===== config.mk =====
export PLATFORM = sky130hd
export DESIGN_NAME = simd_divider
export DESIGN_NICKNAME = d
export VERILOG_FILES = /design/src/rtl/alu_pkg.sv /design/src/rtl/div_step.sv /design/src/rtl/simd_divider.sv
export SDC_FILE = /design/constraint.sdc
export NUM_CORES = 1
export LEC_CHECK = 0
export CORE_UTILIZATION = 51
export DETAILED_ROUTE_END_ITERATION = 10
export PLACE_DENSITY_LB_ADDON = 0.3
export SYNTH_ARGS = -nofsm -noshare
export SYNTH_HDL_FRONTEND = slang
export SYNTH_SLANG_ARGS = --single-unit

===== constraint.sdc =====
create_clock -name clk -period 3.1 [get_ports clk]
set_input_delay 0.465 -clock clk [delete_from_list [all_inputs] [get_ports clk]]
set_output_delay 0.465 -clock clk [all_outputs]
set_load 0.01 [all_outputs]

===== src/rtl/alu_pkg.sv =====
// Shared ALU definitions: lane-mode encodings, iteration counts and divider FSM states.
package alu_pkg;

  typedef enum logic [1:0] {
    VEC_B8  = 2'd0,
    VEC_H16 = 2'd1,
    VEC_W32 = 2'd2,
    VEC_D64 = 2'd3
  } vec_e;

  typedef enum logic [1:0] {
    IDLE = 2'd0,
    RUN  = 2'd1,
    DONE = 2'd2
  } state_e;

  localparam int LANES_B8  = 4;
  localparam int LANES_H16 = 2;

  localparam logic [6:0] ITER_B8  = 7'd8;
  localparam logic [6:0] ITER_H16 = 7'd16;
  localparam logic [6:0] ITER_W32 = 7'd32;
  localparam logic [6:0] ITER_D64 = 7'd64;

  function automatic logic [6:0] iter_count(input vec_e v);
    case (v)
      VEC_B8:  iter_count = ITER_B8;
      VEC_H16: iter_count = ITER_H16;
      VEC_W32: iter_count = ITER_W32;
      VEC_D64: iter_count = ITER_D64;
      default: iter_count = ITER_D64;
    endcase
  endfunction

  // True when any divisor lane of the given mode is zero.
  function automatic logic lane_zero(input vec_e v, input logic [31:0] c);
    case (v)
      VEC_B8:  lane_zero = (c[7:0] == 8'h0) || (c[15:8] == 8'h0) ||
                           (c[23:16] == 8'h0) || (c[31:24] == 8'h0);
      VEC_H16: lane_zero = (c[15:0] == 16'h0) || (c[31:16] == 16'h0);
      default: lane_zero = (c == 32'h0);
    endcase
  endfunction

endpackage


===== src/rtl/div_step.sv =====
// One restoring-division step on every lane; lanes never exchange borrows.
module div_step
  import alu_pkg::*;
(
  input  vec_e        vec,
  input  logic [31:0] rem,
  input  logic [63:0] dq,
  input  logic [31:0] dvs,
  output logic [31:0] rem_nxt,
  output logic [63:0] dq_nxt
);

  // Returns {quotient bit, new remainder}; inputs are zero-extended lane values.
  function automatic logic [32:0] lane_step(input logic [31:0] r, input logic msb,
                                            input logic [31:0] d);
    logic [32:0] sh;
    logic        borrow;
    sh        = {r, msb};
    borrow    = (sh < {1'b0, d});
    lane_step = borrow ? {1'b0, sh[31:0]} : {1'b1, sh[31:0] - d};
  endfunction

  logic [32:0] step_s;

  // Per-mode lane extraction, trial subtraction and quotient-bit shift-in.
  always_comb begin
    rem_nxt = rem;
    dq_nxt  = dq;
    step_s  = 33'h0;
    case (vec)
      VEC_B8: begin
        for (int i = 0; i < LANES_B8; i++) begin
          step_s = lane_step({24'h0, rem[8*i +: 8]}, dq[8*i + 7], {24'h0, dvs[8*i +: 8]});
          rem_nxt[8*i +: 8] = step_s[7:0];
          dq_nxt[8*i +: 8]  = {dq[8*i +: 7], step_s[32]};
        end
      end
      VEC_H16: begin
        for (int i = 0; i < LANES_H16; i++) begin
          step_s = lane_step({16'h0, rem[16*i +: 16]}, dq[16*i + 15], {16'h0, dvs[16*i +: 16]});
          rem_nxt[16*i +: 16] = step_s[15:0];
          dq_nxt[16*i +: 16]  = {dq[16*i +: 15], step_s[32]};
        end
      end
      VEC_W32: begin
        step_s       = lane_step(rem, dq[31], dvs);
        rem_nxt      = step_s[31:0];
        dq_nxt[31:0] = {dq[30:0], step_s[32]};
      end
      VEC_D64: begin
        step_s  = lane_step(rem, dq[63], dvs);
        rem_nxt = step_s[31:0];
        dq_nxt  = {dq[62:0], step_s[32]};
      end
      default: begin
        step_s = 33'h0;
      end
    endcase
  end

endmodule


===== src/rtl/simd_divider.sv =====
// Multi-cycle unsigned SIMD restoring divider with start/busy/done handshake.
module simd_divider
  import alu_pkg::*;
(
  input  logic        clk,
  input  logic        rst,
  input  logic        start,
  input  logic [1:0]  vec,
  input  logic [31:0] A,
  input  logic [31:0] B,
  input  logic [31:0] C,
  input  logic [31:0] D,
  output logic [31:0] Y1,
  output logic [31:0] Y2,
  output logic        busy,
  output logic        done,
  output logic        dz,
  output logic        ovf
);

  state_e      state_r, state_nxt_s;
  vec_e        vec_s, vec_r;
  logic        accept_s, last_s, dz_s, ovf_s;
  logic [6:0]  cnt_r;
  logic [63:0] dq_r, dq_nxt_s;
  logic [31:0] rem_r, rem_nxt_s, dvs_r;
  logic [31:0] y1_r, y2_r;
  logic        busy_r, done_r, dz_r, ovf_r;
  logic        unused_s;

  assign vec_s    = vec_e'(vec);
  assign dz_s     = lane_zero(vec_s, C);
  assign ovf_s    = (vec_s == VEC_D64) && (A >= C);
  assign unused_s = ^D;

  div_step u_step (
    .vec     (vec_r),
    .rem     (rem_r),
    .dq      (dq_r),
    .dvs     (dvs_r),
    .rem_nxt (rem_nxt_s),
    .dq_nxt  (dq_nxt_s)
  );

  // Next-state logic; a start seen during RUN is deliberately dropped.
  always_comb begin
    state_nxt_s = state_r;
    accept_s    = 1'b0;
    last_s      = 1'b0;
    case (state_r)
      IDLE: begin
        if (start) begin
          accept_s    = 1'b1;
          state_nxt_s = RUN;
        end else begin
          state_nxt_s = IDLE;
        end
      end
      RUN: begin
        if (cnt_r == 7'd1) begin
          last_s      = 1'b1;
          state_nxt_s = DONE;
        end else begin
          state_nxt_s = RUN;
        end
      end
      DONE: begin
        if (start) begin
          accept_s    = 1'b1;
          state_nxt_s = RUN;
        end else begin
          state_nxt_s = IDLE;
        end
      end
      default: begin
        state_nxt_s = IDLE;
      end
    endcase
  end

  // State, datapath and registered outputs; overflow overrides the mode-3 result.
  always_ff @(posedge clk) begin
    if (rst) begin
      state_r <= IDLE;
      vec_r   <= VEC_B8;
      cnt_r   <= 7'd0;
      dq_r    <= 64'h0;
      rem_r   <= 32'h0;
      dvs_r   <= 32'h0;
      y1_r    <= 32'h0;
      y2_r    <= 32'h0;
      busy_r  <= 1'b0;
      done_r  <= 1'b0;
      dz_r    <= 1'b0;
      ovf_r   <= 1'b0;
    end else begin
      state_r <= state_nxt_s;
      busy_r  <= (state_nxt_s == RUN);
      done_r  <= (state_nxt_s == DONE);
      if (accept_s) begin
        vec_r <= vec_s;
        dvs_r <= C;
        dq_r  <= (vec_s == VEC_D64) ? {A, B} : {32'h0, A};
        rem_r <= 32'h0;
        cnt_r <= iter_count(vec_s);
        dz_r  <= dz_s;
        ovf_r <= ovf_s;
      end else if (state_r == RUN) begin
        dq_r  <= dq_nxt_s;
        rem_r <= rem_nxt_s;
        cnt_r <= cnt_r - 7'd1;
        if (last_s) begin
          y1_r <= ovf_r ? 32'hFFFF_FFFF : dq_nxt_s[31:0];
          y2_r <= ovf_r ? 32'h0 : rem_nxt_s;
        end
      end
    end
  end

  assign Y1   = y1_r;
  assign Y2   = y2_r;
  assign busy = busy_r;
  assign done = done_r;
  assign dz   = dz_r;
  assign ovf  = ovf_r;

endmodule


* Word level (Yosys, flattened, before mapping) *
Cells that the tools add are included.

word-level totals
  bits in registers = 207
  input port bits = 133
  output and inout bits = 68
  word-level logic and storage cells = 91

cells by class
  add/subtract/negate cells = 9
  magnitude comparators = 9
  equality and inequality tests = 11
  mux-type cells = 27
  bitwise operators = 1
  reduce and logical (&&, ||, !) cells = 21

operator list
  cell                   count
  $mux W33               8
  $pmux W32 S4           2
  $mux W64               3
  $mux W32               3
  $lt A33 B32 Y1         2
  $sub A32 B32 Y32       2
  $sub A9 B8 Y10         4
  $lt A9 B8 Y1           4
  $sub A17 B16 Y18       2
  $lt A17 B16 Y1         2
  $ge A32 B32 Y1         1
  $logic_not A16 Y1      2
  $logic_not A32 Y1      1
  $logic_not A8 Y1       4
  $pmux W7 S4            1
  $mux W7                2
  $eq A2 B2 Y1 const B   6
  $eq A2 B1 Y1 const B   4
  $eq A7 B1 Y1 const B   1
  $sub A7 B1 Y7 const B  1
  $logic_not A2 Y1       3
  $mux W1                5
  $logic_or A1 B1 Y1     4
  $pmux W2 S2            1
  8 further kinds        10

* Depth between registers and ports, before layout *
  word-level depth = 5
  depth in mapped cells = 14
  mapped depth without buffers = 13

* Modules after synthesis *
From an unflattened synthesis, not the netlist that was laid out.

unflattened totals
  cell total of the unflattened synthesis = 2,240
  area total of the unflattened synthesis = 16,024.1 µm²

modules (own cells, without submodules)
  module        times used  cells an instance  area an instance (µm²)  sequential area each (µm²)
  simd_divider  1           1,166              9,235.1                 4,144.0
  div_step      1           1,074              6,789.0                 0.0

* Least setup slack after synthesis *
OpenSTA, ideal clock, no wires.

  path type = reg-to-reg
  start point = reg dvs_r[14]
  end point = reg y2_r[23] (netlist: Y2[23])
  library setup time = 117 ps
  arrival = 2,978 ps
  setup slack = 5 ps
  cell stages (with the launch flop) = 14
  path buffers = 2
  period minus slack after synthesis = 3,095 ps
  cells stage by stage = dfxtp_1 inv_1 ha_1 buf_6 and2_4 and3_4 a221oi_4 a21boi_2 or2_0 clkbuf_1 a22o_1 a311o_1 or3_1 a32o_1

between the ends
  longest elaborated chain between the ends = 4

ends and longest elaborated chain
  what                                                       line                            RTL
  start, declared                                            simd_divider.sv:26              logic [31:0] rem_r, rem_nxt_s, dvs_r;
  start signal, assigned                                     simd_divider.sv:89              dvs_r <= 32'h0;
  start signal, assigned                                     simd_divider.sv:102             dvs_r <= C;
  $sub A32 B32 Y32 / $lt A33 B32 Y1 (equally long branches)  div_step.sv:20, div_step.sv:19
  $mux W33                                                   div_step.sv:20                  lane_step = borrow ? {1'b0, sh[31:0]} : {1'b1, sh[31:0] - d};
  $pmux W32 S4 *                                             div_step.sv:30                  case (vec)
  $mux W32 *                                                 simd_divider.sv:114             y2_r <= ovf_r ? 32'h0 : rem_nxt_s;
  end signal, assigned                                       simd_divider.sv:114
  end, declared                                              simd_divider.sv:27              logic [31:0] y1_r, y2_r;

Every way passes the cells marked *; elsewhere a longest branch is shown, timed or not.
A chain may end at the register's enable or synchronous reset.

* Final worst setup path *
  start point = reg dvs_r[31]
  end point = reg rem_r[26]

between the ends
  longest elaborated chain between the ends = 3

ends and longest elaborated chain
  what                                    line                 RTL
  $lt A33 B32 Y1 (tied with other cells)  div_step.sv:19       borrow = (sh < {1'b0, d});
  $mux W33                                div_step.sv:20
  $pmux W32 S4 *                          div_step.sv:30
  end signal, assigned                    simd_divider.sv:110  rem_r <= rem_nxt_s;
  end, declared                           simd_divider.sv:26

Marks and branches as above.

==> out/results.txt <==
Clk root buf: clkbuf_16
Worst setup SP type: register
Initial antenna violation count: 1
Status: finished, violations left
GRT Total Usage: 42.4%
Via Count: 18400
Antenna viol nets, final: 0
Syn. warnings: 0
Max cap viols: 0
Sequential share of the synthesized area: 28.5%
Clock Latency Late Sink: 530 ps
Fin crit share: 104%
Number of buffers added on ports: 168
Worst min-delay path class: primary input to register
#FFs+latches synth: 207
Final nets: 2678
Min cycle time layout: 3220 ps
Worst-margin pin slew: 1100 ps
Async SR Flop Fraction: 0%
Required time worst endpoint: 3560 ps
Total leakage power: 0.00878 uW
Most used cell, CP: a211oi_2
Die area: 0.0292 mm2
FMAX: 311 MHz
Syn-to-layout area delta: 47.6%
First-pass DRT Iterations: 5
Max Slew Vio Count: 0
Worst-path clk slew: 60 ps
Worst rel slew slack: 26.6%
Initial DRC Count: 2279
Worst path cell trace: inv_1 > ha_4 > nand4b_1 > buf_6 > or4_4 > nor2_4 > a21boi_4 > buf_4 > o21ai_2 > a211oi_2 > a211oi_2 > or3_1 > a21oi_1
Final setup violation count: 3
Final Skew: 15.2 ps
Wirelength, routed: 64.8 mm
Crit path kind: register to register
Syn avg cell area: 7.35 um2
CP max stage cell: or4_4
Sink Count: 207
Layout Cells excl Fill: 2858
Setup ws final: -116 ps
Row cnt: 61
CTS H-tree lvls: 1
Top Ports: 201
Via/cell ratio: 6.42
CP top delay family: simple AND/OR/NAND/NOR gates
Netlist cell types: 78
Final HPWL DP: 47.9 mm
DRC: 0
CP Data Arrival Time: 3670 ps
Vias in the first global route: 17400
First-pass GRT wire length: 96.0 mm
Worst Setup End Kind: register
Clock Tree Buf Depth: 3
Register area: 0.00417 mm2
Footprint of the multi-input gates: 0.0106 mm2
Final hold violations: 0
CTS buffer count: 23
Buf/Inv on CP: 3
Final RePlAce weighted congestion: 1.09
Mapped Nets: 2196
Core Area: 0.0279 mm2
Setup repair after global routing missed its margin: true
FILL cells: 2056
Total power: 12400 uW
Number of enable flip-flop cells after synthesis: 0
Synth Instances: 1982
Fin Hold WS: 205 ps
Die width: 171 um
Layout cells sized above 1: 28.2%
PD cells: 579 mW/mm2
Failing checks: negative setup slack
# hold bufs at CTS: 0
Antenna diodes: 0
Starting density of the core: 52.1%
Ys flop type: dfxtp_1
Syn Std Cell Area: 0.0146 mm2
CTS tree: built
Avg WL per Cell: 22.7 um
Worst path max stage delay: 590 ps
Worst Path Max Fanout: 4
Overflow after GRT: 0
VDD IR max: 0.000409 V
Die height: 171 um
Dpl cells: 2772
Largest net degree at the start of global routing: 142
## registers in the layout, indices dropped and copies added (netlist names)
register	flops
dq_r	64
Y1	32
Y2	32
dvs_r	32
rem_r	32
cnt_r	7
state_r	2
vec_r	2
busy	1
done	1
dz	1
ovf	1
## where the power goes
group,leakage (uW),internal (uW),switching [uW]
logic,0.00670,2960,3690
registers,0.00170,2840,142
clock network,0.000375,1640,1180
total,0.00878,7430,5020
## area by class of cell
cell class                      count  area share (%)
Clock buffer                       34            3.24
Clock inverter                      7           0.320
Inverter                           98            1.75
Multi-Input combinational cell   1532            49.2
Sequential cell                   207            19.4
Tap cell                          378            2.20
Timing Repair Buffer              602            23.9
## placed cells by master, fill, tap and decap left out, types with 17 or more instances in the layout
| master | Yosys | layout |
|---|---|---|
| dfxtp_2 | 0 | 23 |
| o211ai_1 | 19 | 19 |
| a22oi_1 | 22 | 17 |
| a311oi_1 | 34 | 33 |
| o21ai_1 | 9 | 28 |
| ha_1 | 73 | 44 |
| a221oi_1 | 39 | 32 |
| nor3_1 | 115 | 109 |
| a21oi_2 | 6 | 29 |
| a21oi_1 | 171 | 143 |
| nand2_1 | 255 | 251 |
| inv_1 | 98 | 84 |
| ha_4 | 0 | 26 |
| a21o_1 | 20 | 19 |
| nor2_1 | 168 | 156 |
| o21a_1 | 22 | 20 |
| dfxtp_1 | 207 | 184 |
| xor2_1 | 17 | 17 |
| xnor2_1 | 30 | 30 |
| and3_1 | 37 | 37 |
| a211oi_1 | 61 | 53 |
| nand3_1 | 34 | 33 |
| clkdlybuf4s50_1 | 0 | 167 |
| buf_4 | 0 | 404 |
| o22ai_1 | 24 | 19 |
| buf_6 | 4 | 21 |
| nand4_1 | 35 | 35 |
| o21ai_0 | 123 | 94 |
| clkbuf_16 | 0 | 24 |
## stage by stage
step	worst slack, ps	area [um2]	TNS [ps]	utilization [%]
final	-116	21500	-157	76.9
after global routing	-153	21500	-1250	76.9
after CTS	-35.2	20600	-114	73.6
after detailed placement	-339	19100	-12610	68.5
after global placement	-288	19100	-6900	68.5
after floorplan	5.06	14600	0	-
## final timing paths
path / from / endpoint / slack (ps) / cells after the start
hold reg to reg: Y2[7] / Y2[7] / 450 / 2
setup / recovery: dvs_r[31] / rem_r[26] / -120 / 13
hold / removal: rst / dvs_r[16] / 210 / 2
setup reg to reg: dvs_r[31] / rem_r[26] / -120 / 13
## synthesized netlist by cell type, types with 34 or more instances
| master | n | area [um2] |
|---|---|---|
| a221oi_1 | 39 | 342 |
| inv_1 | 98 | 368 |
| nand2_1 | 255 | 957 |
| a21oi_1 | 171 | 856 |
| ha_1 | 73 | 913 |
| a311oi_1 | 34 | 298 |
| nor3_1 | 115 | 576 |
| clkbuf_1 | 111 | 417 |
| nand3_1 | 34 | 170 |
| a211oi_1 | 61 | 458 |
| and3_1 | 37 | 231 |
| o21ai_0 | 123 | 616 |
| dfxtp_1 | 207 | 4140 |
| nand4_1 | 35 | 219 |
| nor2_1 | 168 | 631 |
## repair_timing
item | in CTS | in global routing
pin swaps | 27 | 70
setup buffers | 22 | 28
setup endpoints to repair | 69 | 68
cloned | 0 | 1
gates resized for setup | 107 | 181
## logic make-up (layout without fill, tap and decap cells)
group / after synthesis / count (layout) / share of synthesized area [%]
AND/OR/NAND/NOR: 720 / 720 / 22.6
AO/OA/AOI/OAI: 675 / 675 / 31.4
buffers and inverters: 243 / 741 / 6.68
flip-flops: 207 / 207 / 28.5
adder cells (fa/ha/maj): 81 / 81 / 7.37
XOR/XNOR: 47 / 47 / 2.83
multiplexers: 9 / 9 / 0.619
## layer usage
metal / track usage (%) / wire, um
met1: 54.0 / 24800
met4: 21.6 / 3690
met5: 0 / 11
met3: 9.16 / 7440
met2: 67.4 / 28800
(Power assumes the default switching activity.)
